## src/rtl/dmem_arbiter.sv

```systemverilog
`default_nettype none
// ============================================================================
// dmem_arbiter : round-robin arbiter sharing one single-port data SRAM
//                between the core (port A) and the loader/debug port (port B)
// Revision     : 1.0
// ============================================================================
module dmem_arbiter #(
  parameter int AW = 10,
  parameter int DW = 32
) (
  input  logic            clk,
  input  logic            rst_n,
  input  logic            a_req,
  input  logic [DW/8-1:0] a_wen,
  input  logic [AW-1:0]   a_addr,
  input  logic [DW-1:0]   a_wdata,
  output logic            a_gnt,
  output logic            a_rvalid,
  output logic [DW-1:0]   a_rdata,
  input  logic            b_req,
  input  logic [DW/8-1:0] b_wen,
  input  logic [AW-1:0]   b_addr,
  input  logic [DW-1:0]   b_wdata,
  output logic            b_gnt,
  output logic            b_rvalid,
  output logic [DW-1:0]   b_rdata,
  output logic            mem_en,
  output logic [DW/8-1:0] mem_wen,
  output logic [AW-1:0]   mem_addr,
  output logic [DW-1:0]   mem_wd,
  input  logic [DW-1:0]   mem_rd,
  output logic            last_b
);

  localparam int c_BW = DW / 8;

  typedef enum logic [1:0] {
    IDLE = 2'd0,
    RD_A = 2'd1,
    RD_B = 2'd2
  } state_t;

  state_t          r_state;
  state_t          w_state_nxt;
  logic            r_last_b;
  logic [DW-1:0]   r_a_rdata;
  logic [DW-1:0]   r_b_rdata;
  logic            w_a_gnt;
  logic            w_b_gnt;
  logic [c_BW-1:0] w_mem_wen;

  always_ff @(posedge clk or negedge rst_n) begin
    if (!rst_n) begin
      r_state  <= IDLE;
      r_last_b <= 1'b1;
    end else begin
      r_state <= w_state_nxt;
      if (w_a_gnt)
        r_last_b <= 1'b0;
      else if (w_b_gnt)
        r_last_b <= 1'b1;
    end
  end

  // Grants are gated by rst_n so nothing reaches the SRAM while reset is held.
  always_comb begin
    w_a_gnt     = 1'b0;
    w_b_gnt     = 1'b0;
    w_mem_wen   = '0;
    w_state_nxt = IDLE;
    if (rst_n) begin
      w_a_gnt = a_req & (~b_req | r_last_b);
      w_b_gnt = b_req & (~a_req | ~r_last_b);
    end
    if (w_a_gnt) begin
      w_mem_wen = a_wen;
      if (a_wen == '0)
        w_state_nxt = RD_A;
    end else if (w_b_gnt) begin
      w_mem_wen = b_wen;
      if (b_wen == '0)
        w_state_nxt = RD_B;
    end
  end

  // Last returned word per port is kept so rdata stays stable between reads.
  always_ff @(posedge clk or negedge rst_n) begin
    if (!rst_n) begin
      r_a_rdata <= '0;
      r_b_rdata <= '0;
    end else begin
      if (r_state == RD_A)
        r_a_rdata <= mem_rd;
      if (r_state == RD_B)
        r_b_rdata <= mem_rd;
    end
  end

  assign a_gnt    = w_a_gnt;
  assign b_gnt    = w_b_gnt;
  assign mem_en   = w_a_gnt | w_b_gnt;
  assign mem_wen  = w_mem_wen;
  assign mem_addr = w_b_gnt ? b_addr  : a_addr;
  assign mem_wd   = w_b_gnt ? b_wdata : a_wdata;
  assign a_rvalid = (r_state == RD_A);
  assign b_rvalid = (r_state == RD_B);
  assign a_rdata  = (r_state == RD_A) ? mem_rd : r_a_rdata;
  assign b_rdata  = (r_state == RD_B) ? mem_rd : r_b_rdata;
  assign last_b   = r_last_b;

endmodule
`default_nettype wire

```

## config.mk

```make
export PLATFORM = sky130hd
export DESIGN_NAME = dmem_arbiter
export DESIGN_NICKNAME = d
export VERILOG_FILES = /design/src/rtl/dmem_arbiter.sv
export SDC_FILE = /design/constraint.sdc
export NUM_CORES = 1
export LEC_CHECK = 0
export CAP_MARGIN = 20
export CORE_UTILIZATION = 35
export CTS_BUF_LIST = sky130_fd_sc_hd__clkbuf_8 sky130_fd_sc_hd__clkbuf_16
export CTS_CLUSTER_DIAMETER = 50
export DETAILED_ROUTE_END_ITERATION = 7
export GPL_TIMING_DRIVEN = 1
export HOLD_SLACK_MARGIN = 0.02
export PLACE_DENSITY = 0.89
export SYNTH_ARGS = -nofsm -noshare
export SYNTH_HDL_FRONTEND = slang
export SYNTH_SLANG_ARGS = --single-unit
```

## constraint.sdc

```tcl
create_clock -name clk -period 2.07 [get_ports clk]
set_input_delay 0.414 -clock clk [delete_from_list [all_inputs] [get_ports clk]]
set_output_delay 0.414 -clock clk [all_outputs]
set_load 0.1 [all_outputs]
```

==> results_tabular.tex, run 1 <==
\begin{tabular}{lr}
\hline
Metric & Value \\
\hline
\multicolumn{2}{l}{\textbf{Final layout}} \\
\quad Total number of nets in the final design & about 650 \\
\quad Number of standard cells in the layout, taps in and fillers out & between 600 and 700 \\
\quad Growth of design area from synthesis to finish & 151\% \\
\quad Layout cell share with drive strength beyond 1 & 0.612 \\
\quad Ant. Diodes & 0 \\
\multicolumn{2}{l}{\textbf{STA}} \\
\quad Final worst clock skew & $\sim$13 ps \\
\quad Period minus WS final & roughly 2500 ps \\
\quad Highest achievable clock rate & between 400 and 500 MHz \\
\quad Setup ws final & -420 ps \\
\quad Worst slew slack as a fraction of its limit & 0.437 \\
\quad RSZ-0062 raised after global routing & true \\
\quad Setup violation total in the final timing report & approximately 110 \\
\quad Number of max-slew violations in the final report & 0 \\
\quad Period utilization & 1.20 \\
\quad Transition time at the pin with the least slew margin & around 850 ps \\
\quad Hold violation total from the final report & 0 \\
\multicolumn{2}{l}{\textbf{Synth}} \\
\quad Number of instances in the synthesized netlist & 210 \\
\quad Library cells used by synthesis & 23 \\
\quad Top cell type's share of synthesized area & 0.500 \\
\quad Combined area of all synthesized cells & roughly 3300 um2 \\
\quad Ranking of synthesized cells by area & sky130\_fd\_sc\_hd\_\_dfrtp\_1 (50\%), sky130\_fd\_sc\_hd\_\_mux2\_2 (24\%), sky130\_fd\_sc\_hd\_\_mux2\_4 (17\%), sky130\_fd\_sc\_hd\_\_buf\_12 (1.8\%), sky130\_fd\_sc\_hd\_\_o2111a\_1 (1.4\%) \\
\quad Register bit count reported by yosys & 67 \\
\quad Total number of yosys warnings & 0 \\
\quad Seq/Total Area, Yosys & 0.508 \\
\quad Total nets after synthesis & about 340 \\
\quad Post-synthesis area per instance & around 16 um2 \\
\quad Leading area contributor after synthesis & sky130\_fd\_sc\_hd\_\_dfrtp\_1 \\
\multicolumn{2}{l}{\textbf{Power and ir drop}} \\
\quad Share of total power in the clock network & 0.133 \\
\quad Switching component of the power & a little under 4 mW \\
\quad Share of total power in sequential cells & 0.203 \\
\quad Static leakage & 3.97 nW \\
\quad Power density over cell area & about 1000 nW/um2 \\
\quad Cell-internal power & $\sim$4.3 mW \\
\quad Switching share of total power & 0.475 \\
\quad Comb power frac & 0.664 \\
\quad Worst-case vdd ir drop & about 0.00089 V \\
\multicolumn{2}{l}{\textbf{Floorplan}} \\
\quad Total die area & about 9800 um2 \\
\quad Starting density of the core & 0.359 \\
\quad Cell Rows & 35 \\
\quad Die Width & 99.1 um \\
\quad Total core area & approximately 9000 um2 \\
\quad Top-level I/O count & about 240 \\
\quad Die Y & 99.1 um \\
\multicolumn{2}{l}{\textbf{Route}} \\
\quad Post-DR vias/cell & 5.06 \\
\quad Highest routed metal layer & met4 \\
\quad Met2 wire len & 9210 um \\
\quad Met1 wire length & 5950 um \\
\quad Number of antenna-violating nets in the routed design & 0 \\
\quad Met3 wire length & 892 um \\
\quad DRC viols & 0 \\
\quad Number of optimization iterations in the first detailed-route pass & 4 \\
\quad DRC violation total after the first TritonRoute iteration & 90 \\
\quad Wirelength, routed & 16400 um \\
\quad Vias & between 3k and 4k \\
\quad Routed WL per cell & between 20 and 30 um \\
\multicolumn{2}{l}{\textbf{Global route}} \\
\quad Total global routing track utilization & 0.293 \\
\quad Number of global-route vias before repair & 3486 \\
\quad Initial antenna violation count & 0 \\
\quad Global-route wire length before repair & 21100 um \\
\quad Overflow left after global routing & 0 \\
\quad Maximum number of pins on one net before global-route repair & between 60 and 70 \\
\multicolumn{2}{l}{\textbf{Run}} \\
\quad Max cap viols & 0 \\
\multicolumn{2}{l}{\textbf{Placed design}} \\
\quad Half-perimeter wire length of the detailed placement result & between 10000 and 15000 um \\
\quad Worst slack, placed & -459 ps \\
\quad Count of input and output buffers & approximately 240 \\
\quad Dpl cells & around 570 \\
\quad Final weighted congestion in routability-driven placement & 0.804 \\
\multicolumn{2}{l}{\textbf{Clock tree}} \\
\quad Clock-pin slew of the registers on the worst-case setup and hold paths & 80 ps \\
\quad CTS HTree Levels & 3 \\
\quad TritonCTS clock tree & yes \\
\quad Clock latency on the worst-skew pair & roughly 330 ps \\
\quad Buffer type at the clock tree root & sky130\_fd\_sc\_hd\_\_clkbuf\_8 \\
\quad Number of buffers created by CTS & 9 \\
\quad \# clock sinks & 67 \\
\quad Maximum buffer depth of the clock tree & 2 \\
\multicolumn{2}{l}{\textbf{Setup path}} \\
\quad Peak fanout along the critical path & 7 \\
\quad Critical path's slowest cell & sky130\_fd\_sc\_hd\_\_dfstp\_4 \\
\quad Critical path's most frequent cell & sky130\_fd\_sc\_hd\_\_buf\_12 \\
\quad Nature of the critical path startpoint & register \\
\quad Type of the setup path with the least slack & register to primary output \\
\quad Data arrival time of the critical path & 2080 ps \\
\quad Critical path's largest stage delay & 640 ps \\
\quad Worst setup EP type & primary output \\
\quad Cell-by-cell trace of the critical path & inv\_4 > o211ai\_4 > buf\_12 > buf\_6 > buf\_8 > mux2\_4 > buf\_12 \\
\quad Worst endpoint required time & around 1700 ps \\
\multicolumn{2}{l}{\textbf{Outcome}} \\
\quad Result of the run & finished, violations left \\
\quad Violations in the final reports & setup timing \\
\multicolumn{2}{l}{\textbf{Worst hold path}} \\
\quad Hold/Removal Path Class & primary input to async pin \\
\hline
\end{tabular}
[power by group through the flow]
stage               Sequential, mW  Clock, mW  Combinational [mW]
finish                        1.66       1.09                5.43
global route                  1.67       1.18                5.53
global placement              1.63          0                4.90
detailed placement            1.65          0                4.97
floorplan                     1.64          0                3.00
CTS                           1.64       1.09                5.23
[cells in the final DEF (no fill, tap or decap), types with 2 or more instances in the layout]
cell	netlist	layout
sky130_fd_sc_hd__clkdlybuf4s50_1	0	125
sky130_fd_sc_hd__buf_12	3	125
sky130_fd_sc_hd__mux2_4	37	106
sky130_fd_sc_hd__dfrtp_1	66	66
sky130_fd_sc_hd__buf_4	0	46
sky130_fd_sc_hd__clkbuf_8	0	10
sky130_fd_sc_hd__buf_6	0	10
sky130_fd_sc_hd__o2111a_1	4	4
sky130_fd_sc_hd__a21o_4	0	4
sky130_fd_sc_hd__buf_16	0	4
sky130_fd_sc_hd__clkbuf_16	0	4
sky130_fd_sc_hd__inv_2	1	2
sky130_fd_sc_hd__inv_1	3	2
[cell usage after synthesis (all sizes together)]
library cell  instances
a21o                  4
a21oi                 1
and2                  1
buf                  12
clkbuf                2
dfrtp                66
dfstp                 1
inv                   4
mux2                106
nand2                 1
nand2b                1
nor2                  1
nor2b                 1
nor4                  1
o2111a                4
o211ai                1
o21a                  1
o21ai                 1
or4                   1
[flip-flops by register name (all words and copies together), names as in the netlist]
| name | count |
|---|---|
| r_b_rdata | 32 |
| r_state | 2 |
| r_a_rdata | 32 |
| last_b | 1 |
[repair_timing]
action                                 in CTS  in global routing
gates resized for setup                    96                  5
pin swaps                                   2                  3
gates cloned                                5                  5
hold buffers                                0                  0
endpoints found under the hold margin       0                  0
setup buffers                              22                 29
setup endpoints to repair                 112                112
[final timing paths]
path                       slack, ps                      end  cells past startpoint                   start
setup / recovery                -420               mem_wd[19]                      7      last_b$_DFFE_PN1P_
hold / removal                   520   r_b_rdata[5]$_DFF_PN0_                      3                   rst_n
setup reg to reg                 450  r_b_rdata[27]$_DFF_PN0_                      6    r_state[1]$_DFF_PN0_
hold reg to reg                  520   r_a_rdata[7]$_DFF_PN0_                      1  r_a_rdata[7]$_DFF_PN0_
max in group asynchronous       1000  r_b_rdata[26]$_DFF_PN0_                      3                   rst_n
min in group clk                 520   r_a_rdata[7]$_DFF_PN0_                      1  r_a_rdata[7]$_DFF_PN0_
[metrics by stage]
step                area [um2]  power, mW  setup TNS, ps  utilization  hold WS, ps
floorplan                 3360       4.64         -18420            -          118
global placement          7140       6.53         -16500        0.776          517
detailed placement        7140       6.62         -18170        0.776          522
CTS                       7970       7.96         -23360        0.867          519
global route              8280       8.38         -28960        0.901          534
finish                    8280       8.18         -22900        0.901          516
[cell type report]
cell class / count / area [um2]
clock buffer: 10 / 138
clock inverter: 5 / 55.1
fill: 333 / 913
inverter: 4 / 17.5
multi-input combinational: 125 / 1800
sequential: 67 / 1680
tap: 111 / 139
timing repair buffer: 317 / 4450
[cells by family after synthesis]
group,share of synthesized area
AOI/OAI and AO/OA,0.0345
and+or+nand+nor,0.0121
DFF,0.508
buffers and inverters,0.0417
muxes,0.404
[critical path: cells and delay by family (launching register included)]
kind | cells | cell delay, ps
flip-flops | 1 | 640
buffers and inverters | 5 | 600
multiplexers | 1 | 330
AO/OA/AOI/OAI | 1 | 160
[routing by layer]
layer	global-route usage	vias to the layer above
met5	0	-
li1	-	1383
met1	0.333	1663
met3	0.0604	26
met4	0.0803	0
met2	0.555	163
Power figures use the tool's default switching activity.
==> run 2: changes to the inputs <==
Settings changed: SKIP_LAST_GASP set to 1.
==> results_tabular.tex, run 2 (same netlist as run 1, synthesis figures left out) <==
\begin{tabular}{lr}
\hline
Metric & Value \\
\hline
\multicolumn{2}{l}{\textbf{Outcome}} \\
\quad Result of the run & finished, violations left \\
\quad Violations in the final reports & setup timing \\
\multicolumn{2}{l}{\textbf{Route}} \\
\quad Vias & 3207 (-0.87\%) \\
\quad DRC viols & 0 (unchanged) \\
\quad Number of antenna-violating nets in the routed design & 0 (unchanged) \\
\quad Post-DR vias/cell & 5.01 (-1.0\%) \\
\quad Number of optimization iterations in the first detailed-route pass & 4 (unchanged) \\
\quad Routed WL per cell & 26.2 um (+2.3\%) \\
\quad Wirelength, routed & 16800 um (+2.5\%) \\
\quad DRC violation total after the first TritonRoute iteration & 93 (+3.3\%) \\
\multicolumn{2}{l}{\textbf{Setup path}} \\
\quad Type of the setup path with the least slack & register to primary output \\
\quad Cell-by-cell trace of the critical path & inv\_4 > o211ai\_4 > buf\_12 > buf\_6 > buf\_8 > mux2\_4 > buf\_12 \\
\quad Peak fanout along the critical path & 7 (unchanged) \\
\quad Cell class contributing the biggest share of worst-path delay & flip-flops \\
\quad Critical path's slowest cell & sky130\_fd\_sc\_hd\_\_dfstp\_4 \\
\quad Data arrival time of the critical path & 2150 ps (+70 ps) \\
\quad Nature of the critical path startpoint & register \\
\quad Critical path's largest stage delay & 640 ps (about the same) \\
\quad Worst setup EP type & primary output \\
\quad Total buffers and inverters traversed by the critical path & 5 (unchanged) \\
\quad Worst endpoint required time & 1660 ps (about the same) \\
\quad Critical path's most frequent cell & sky130\_fd\_sc\_hd\_\_buf\_12 \\
\multicolumn{2}{l}{\textbf{Clock tree}} \\
\quad Maximum buffer depth of the clock tree & 2 (unchanged) \\
\quad TritonCTS clock tree & yes \\
\quad Number of buffers created by CTS & 9 (unchanged) \\
\quad Clock latency on the worst-skew pair & 340 ps (about the same) \\
\quad CTS HTree Levels & 3 (unchanged) \\
\quad Number of hold-repair buffers added at the cts stage & 0 (unchanged) \\
\quad Buffer type at the clock tree root & sky130\_fd\_sc\_hd\_\_clkbuf\_8 \\
\quad \# clock sinks & 67 (unchanged) \\
\quad Clock-pin slew of the registers on the worst-case setup and hold paths & 80 ps (about the same) \\
\multicolumn{2}{l}{\textbf{Global route}} \\
\quad Global-route wire length before repair & 20600 um (-2.2\%) \\
\quad Number of global-route vias before repair & 3462 (-0.69\%) \\
\quad Total global routing track utilization & 0.287 (-0.00584) \\
\quad Initial antenna violation count & 1 (+1) \\
\quad Overflow left after global routing & 0 (unchanged) \\
\quad Maximum number of pins on one net before global-route repair & 68 (unchanged) \\
\multicolumn{2}{l}{\textbf{Power and ir drop}} \\
\quad Worst-case vdd ir drop & 0.000903 V (+1.2\%) \\
\quad Static leakage & 3.98 nW (+0.34\%) \\
\quad Power density over cell area & 984 nW/um2 (-0.34\%) \\
\multicolumn{2}{l}{\textbf{Placed design}} \\
\quad Count of input and output buffers & 243 (unchanged) \\
\quad Final weighted congestion in routability-driven placement & 0.804 (unchanged) \\
\quad Dpl cells & 568 (unchanged) \\
\quad Half-perimeter wire length of the detailed placement result & 10100 um (unchanged) \\
\multicolumn{2}{l}{\textbf{Floorplan}} \\
\quad Cell Rows & 35 (unchanged) \\
\quad Top-level I/O count & 244 (unchanged) \\
\quad Total die area & 9830 um2 (unchanged) \\
\quad Starting density of the core & 0.359 (unchanged) \\
\quad Die Y & 99.1 um (unchanged) \\
\quad Die Width & 99.1 um (unchanged) \\
\quad Total core area & 9200 um2 (unchanged) \\
\multicolumn{2}{l}{\textbf{Final layout}} \\
\quad Finished Core Util & 0.904 (+0.00340) \\
\quad Growth of design area from synthesis to finish & 152\% \\
\quad Fill count & 338 (+1.5\%) \\
\quad Most used cells in the layout excluding fill and tap cells & sky130\_fd\_sc\_hd\_\_buf\_12 (127), sky130\_fd\_sc\_hd\_\_clkdlybuf4s50\_1 (125), sky130\_fd\_sc\_hd\_\_mux2\_4 (106) \\
\quad Layout cell share with drive strength beyond 1 & 0.612 (unchanged) \\
\quad Commonest non-fill, non-tap cell in the layout & sky130\_fd\_sc\_hd\_\_buf\_12 \\
\quad Regs by FF count & r\_a\_rdata: 32 flops, r\_b\_rdata: 32 flops, r\_state: 2 flops \\
\quad Number of standard cells in the layout, taps in and fillers out & 640 (+0.16\%) \\
\quad Total number of nets in the final design & 652 (unchanged) \\
\multicolumn{2}{l}{\textbf{Worst hold path}} \\
\quad Hold/Removal Path Class & primary input to async pin \\
\multicolumn{2}{l}{\textbf{Run}} \\
\quad Max cap viols & 0 (unchanged) \\
\multicolumn{2}{l}{\textbf{STA}} \\
\quad Setup ws final & -498 ps (-77.6 ps) \\
\quad Final worst clock skew & 5.85 ps (-7.24 ps) \\
\quad Transition time at the pin with the least slew margin & 852 ps (+7.06 ps) \\
\quad Worst hold slack across all endpoints & 505 ps (-11.0 ps) \\
\quad Number of max-slew violations in the final report & 0 (unchanged) \\
\quad Period minus WS final & 2570 ps (+77.6 ps) \\
\quad Worst slew slack as a fraction of its limit & 0.432 (-0.00471) \\
\quad RSZ-0062 raised after global routing & true \\
\quad Period utilization & 1.24 (+0.0375) \\
\quad Setup TNS after final layout & -23930 ps (-1030 ps) \\
\quad Setup violation total in the final timing report & 112 (unchanged) \\
\quad Highest achievable clock rate & 389 MHz (-3.0\%) \\
\quad Hold violation total from the final report & 0 (unchanged) \\
\hline
\end{tabular}
## run 2: metrics by stage
| step | worst slack (ps) | cell area [um2] | power, mW |
|---|---|---|---|
| after CTS | -454 | 7890 | 7.91 |
| after global placement | -412 | 7140 | 6.53 |
| after detailed placement | -459 | 7140 | 6.62 |
| final | -498 | 8310 | 8.18 |
| after global routing | -537 | 8310 | 8.38 |
| after floorplan | -414 | 3360 | 4.64 |
## run 2: worst paths after layout
| path | start | end | slack (ps) | depth (start not counted) |
|---|---|---|---|---|
| setup / recovery | last_b$_DFFE_PN1P_ | mem_wd[19] | -500 | 7 |
| hold / removal | rst_n | r_a_rdata[9]$_DFF_PN0_ | 500 | 3 |
| setup reg to reg | r_state[1]$_DFF_PN0_ | r_b_rdata[27]$_DFF_PN0_ | 470 | 7 |
| hold reg to reg | r_b_rdata[4]$_DFF_PN0_ | r_b_rdata[4]$_DFF_PN0_ | 520 | 1 |
| max in group asynchronous | rst_n | r_b_rdata[26]$_DFF_PN0_ | 1020 | 3 |
| min in group clk | r_b_rdata[4]$_DFF_PN0_ | r_b_rdata[4]$_DFF_PN0_ | 520 | 1 |
## run 2: power by group
group / internal, mW / switching (mW) / leakage [nW]
clock network: 0.579 / 0.530 / 0.0995
registers: 1.56 / 0.105 / 0.830
logic: 2.14 / 3.27 / 3.05
total: 4.28 / 3.90 / 3.98
## run 2: what timing repair did
action,in CTS,in global routing
gates resized for setup,75,27
gates cloned,5,5
hold endpoints to repair,0,0
setup buffers,22,29
pin swaps,2,3
setup endpoints to repair,112,113
## run 2: worst register-to-register path: stages, from the launching register on
cell	delay, ps
sky130_fd_sc_hd__dfrtp_1	420
sky130_fd_sc_hd__buf_6	130
sky130_fd_sc_hd__nand2b_4	90
sky130_fd_sc_hd__buf_12	130
sky130_fd_sc_hd__buf_12	140
sky130_fd_sc_hd__mux2_4	330
sky130_fd_sc_hd__buf_4	140
sky130_fd_sc_hd__buf_4	120
## run 2: layout make-up
type	count	area [um2]	area share
flip-flops and latches	67	1680	0.202
inverters	4	17.5	0.00211
repair buffers	317	4480	0.539
well taps	111	139	0.0167
clock inverters	5	55.1	0.00662
diodes	1	2.50	0.000301
multi-input cells	125	1800	0.217
clock buffers	10	138	0.0166
## run 2: routing by layer
metal / global-route usage / wire length, um
met5: 0 / 0
met4: 0.0724 / 543
met3: 0.0731 / 960
met2: 0.543 / 9200
met1: 0.322 / 6070
==> run 3: changes to the inputs <==
Settings changed: MAX_ROUTING_LAYER set to met4.
==> results_tabular.tex, run 3 (same netlist as run 1, synthesis figures left out) <==
\begin{tabular}{lr}
\hline
Metric & Value \\
\hline
\multicolumn{2}{l}{\textbf{Clock tree}} \\
\quad TritonCTS clock tree & yes \\
\quad Clock latency on the worst-skew pair & 330 ps (about the same) \\
\quad Buffer type at the clock tree root & sky130\_fd\_sc\_hd\_\_clkbuf\_8 \\
\quad Maximum buffer depth of the clock tree & 2 (unchanged) \\
\quad \# clock sinks & 67 (unchanged) \\
\quad CTS HTree Levels & 3 (unchanged) \\
\quad Number of buffers created by CTS & 9 (unchanged) \\
\quad Clock-pin slew of the registers on the worst-case setup and hold paths & 70 ps (about the same) \\
\multicolumn{2}{l}{\textbf{Power and ir drop}} \\
\quad Static leakage & 3.98 nW (about the same) \\
\quad Share of total power in sequential cells & 0.203 (about the same) \\
\quad Comb power frac & 0.663 (+0.002) \\
\quad Worst-case vdd ir drop & 0.000773 V (-14\%) \\
\quad Power density over cell area & 981 nW/um2 (-0.33\%) \\
\quad Cell-internal power & 4.29 mW (+0.11\%) \\
\quad Share of total power in the clock network & 0.134 (-0.002) \\
\quad Switching component of the power & 3.87 mW (-0.71\%) \\
\quad Switching share of total power & 0.475 (-0.00207) \\
\multicolumn{2}{l}{\textbf{Placed design}} \\
\quad Final weighted congestion in routability-driven placement & 0.816 (+1.5\%) \\
\quad Worst slack, placed & -459 ps (unchanged) \\
\quad Count of input and output buffers & 243 (unchanged) \\
\quad Post-DP Area & 7140 um2 (unchanged) \\
\quad Dpl cells & 568 (unchanged) \\
\quad Half-perimeter wire length of the detailed placement result & 10100 um (unchanged) \\
\multicolumn{2}{l}{\textbf{Final layout}} \\
\quad Most used cells in the layout excluding fill and tap cells & sky130\_fd\_sc\_hd\_\_buf\_12 (127), sky130\_fd\_sc\_hd\_\_clkdlybuf4s50\_1 (125), sky130\_fd\_sc\_hd\_\_mux2\_4 (106) \\
\quad Number of standard cells in the layout, taps in and fillers out & 641 (+0.16\%) \\
\quad Layout cell share with drive strength beyond 1 & 0.612 (+0.000734) \\
\quad Growth of design area from synthesis to finish & 152\% (about the same) \\
\quad Regs by FF count & r\_a\_rdata: 32 flops, r\_b\_rdata: 32 flops, r\_state: 2 flops \\
\quad Commonest non-fill, non-tap cell in the layout & sky130\_fd\_sc\_hd\_\_buf\_12 \\
\quad Final non-filler cell area & 8320 um2 (about the same) \\
\quad Total number of nets in the final design & 653 (+0.15\%) \\
\multicolumn{2}{l}{\textbf{Setup path}} \\
\quad Worst setup EP type & primary output \\
\quad Nature of the critical path startpoint & register \\
\quad R2r endpoint & r\_b\_rdata[27]\$\_DFF\_PN0\_ \\
\quad Critical path's most frequent cell & sky130\_fd\_sc\_hd\_\_buf\_12 \\
\quad Cell-by-cell trace of the critical path & inv\_4 > o211ai\_4 > buf\_12 > buf\_6 > buf\_8 > mux2\_4 > buf\_12 \\
\quad Cell class contributing the biggest share of worst-path delay & flip-flops \\
\quad Reg2reg setup slack & 460 ps (about the same) \\
\quad Type of the setup path with the least slack & register to primary output \\
\quad Worst R2R Start & r\_state[1]\$\_DFF\_PN0\_ \\
\quad Critical path's largest stage delay & 640 ps (about the same) \\
\quad Worst endpoint required time & 1660 ps (about the same) \\
\quad Peak fanout along the critical path & 7 (unchanged) \\
\quad Data arrival time of the critical path & 2100 ps (-50 ps) \\
\quad Worst Reg-to-Reg Cells & 7 (unchanged) \\
\quad Total buffers and inverters traversed by the critical path & 5 (unchanged) \\
\quad Critical path's slowest cell & sky130\_fd\_sc\_hd\_\_dfstp\_4 \\
\multicolumn{2}{l}{\textbf{Worst hold path}} \\
\quad Hold/Removal Path Class & register to register \\
\quad Startpoint of the worst hold path & r\_a\_rdata[1]\$\_DFF\_PN0\_ \\
\quad Worst Hold End & r\_a\_rdata[1]\$\_DFF\_PN0\_ \\
\quad Worst Hold Depth & 1 \\
\multicolumn{2}{l}{\textbf{Global route}} \\
\quad Initial antenna violation count & 1 (unchanged) \\
\quad Total global routing track utilization & 0.296 (+0.00896) \\
\quad Number of global-route vias before repair & 3461 (-0.029\%) \\
\quad Global-route wire length before repair & 20600 um (about the same) \\
\quad Overflow left after global routing & 0 (unchanged) \\
\quad Maximum number of pins on one net before global-route repair & 68 (unchanged) \\
\multicolumn{2}{l}{\textbf{Route}} \\
\quad Number of antenna-violating nets in the routed design & 0 (unchanged) \\
\quad DRC viols & 0 (unchanged) \\
\quad Wirelength, routed & 16400 um (-2.4\%) \\
\quad Vias & 3207 (unchanged) \\
\quad Routed WL per cell & 25.6 um (-2.5\%) \\
\quad Number of optimization iterations in the first detailed-route pass & 4 (unchanged) \\
\quad Post-DR vias/cell & 5.00 (-0.16\%) \\
\quad DRC violation total after the first TritonRoute iteration & 101 (+8.6\%) \\
\multicolumn{2}{l}{\textbf{STA}} \\
\quad Highest achievable clock rate & 397 MHz (+2.0\%) \\
\quad RSZ-0062 raised after global routing & true \\
\quad Setup violation total in the final timing report & 112 (unchanged) \\
\quad Hold violation total from the final report & 0 (unchanged) \\
\quad Period minus WS final & 2520 ps (-49.5 ps) \\
\quad Setup ws final & -448 ps (+49.5 ps) \\
\quad Final worst clock skew & 6.65 ps (+0.805 ps) \\
\quad Number of max-slew violations in the final report & 0 (unchanged) \\
\quad Worst slew slack as a fraction of its limit & 0.435 (+0.00347) \\
\quad Setup TNS after final layout & -23660 ps (+270 ps) \\
\quad Transition time at the pin with the least slew margin & 847 ps (-5.21 ps) \\
\quad Period utilization & 1.22 (-0.0239) \\
\multicolumn{2}{l}{\textbf{Floorplan}} \\
\quad Total die area & 9830 um2 (unchanged) \\
\quad Starting density of the core & 0.359 (unchanged) \\
\quad Cell Rows & 35 (unchanged) \\
\quad Die Width & 99.1 um (unchanged) \\
\quad Total core area & 9200 um2 (unchanged) \\
\quad Top-level I/O count & 244 (unchanged) \\
\quad Die Y & 99.1 um (unchanged) \\
\multicolumn{2}{l}{\textbf{Run}} \\
\quad Max cap viols & 0 (unchanged) \\
\multicolumn{2}{l}{\textbf{Outcome}} \\
\quad Result of the run & finished, violations left \\
\quad Violations in the final reports & setup timing \\
\hline
\end{tabular}
## run 3: cell count changes in the layout (fill, tap and decap cells not counted), sizes merged
cell	delta
buf	+1
## run 3: power groups by stage
stage          combinational [mW]  sequential [mW]  clock, mW
2_1_floorplan                3.00             1.64          0
5_1_grt                      5.51             1.67       1.19
6_report                     5.41             1.66       1.09
3_5_place_dp                 4.97             1.65          0
3_3_place_gp                 4.90             1.63          0
4_1_cts                      5.18             1.63       1.09
## run 3: metrics by stage
stage | power (mW) | hold slack, ps | utilization
global placement | 6.53 | 517 | 0.776
finish | 8.16 | 519 | 0.904
detailed placement | 6.62 | 522 | 0.776
CTS | 7.91 | 522 | 0.858
floorplan | 4.64 | 118 | -
global route | 8.38 | 528 | 0.904
## run 3: layer usage
layer,vias up,global-route usage,share of wire
met5,-,-,0
met3,16,0.0668,0.056
met1,1647,0.327,0.37
li1,1394,-,-
met4,0,0.0724,0.015
met2,150,0.541,0.56
## run 3: worst max-delay path by stage
stage | to | startpoint | slack, ps | cells after the start
finish | mem_wd[19] | last_b$_DFFE_PN1P_ | -450 | 7
detailed placement | mem_wd[19] | a_req | -460 | 6
global placement | mem_wd[19] | a_req | -410 | 6
global route | mem_wd[6] | last_b$_DFFE_PN1P_ | -520 | 7
CTS | mem_wd[19] | last_b$_DFFE_PN1P_ | -450 | 6
floorplan | mem_wen[0] | last_b$_DFFE_PN1P_ | -410 | 3
## run 3: cell type report
class,count,area (um2)
clock inverter,5,55.1
antenna,1,2.50
multi-input combinational,125,1800
fill,317,878
timing repair buffer,318,4480
inverter,4,17.5
clock buffer,10,138
sequential,67,1680
tap,111,139
## run 3: timing repair
item / CTS / global route
pin swaps: 2 / 3
resized for setup: 75 / 26
cloned: 5 / 5
buffers inserted: 22 / 30
setup endpoints to repair: 112 / 113
hold buffers: 0 / 0
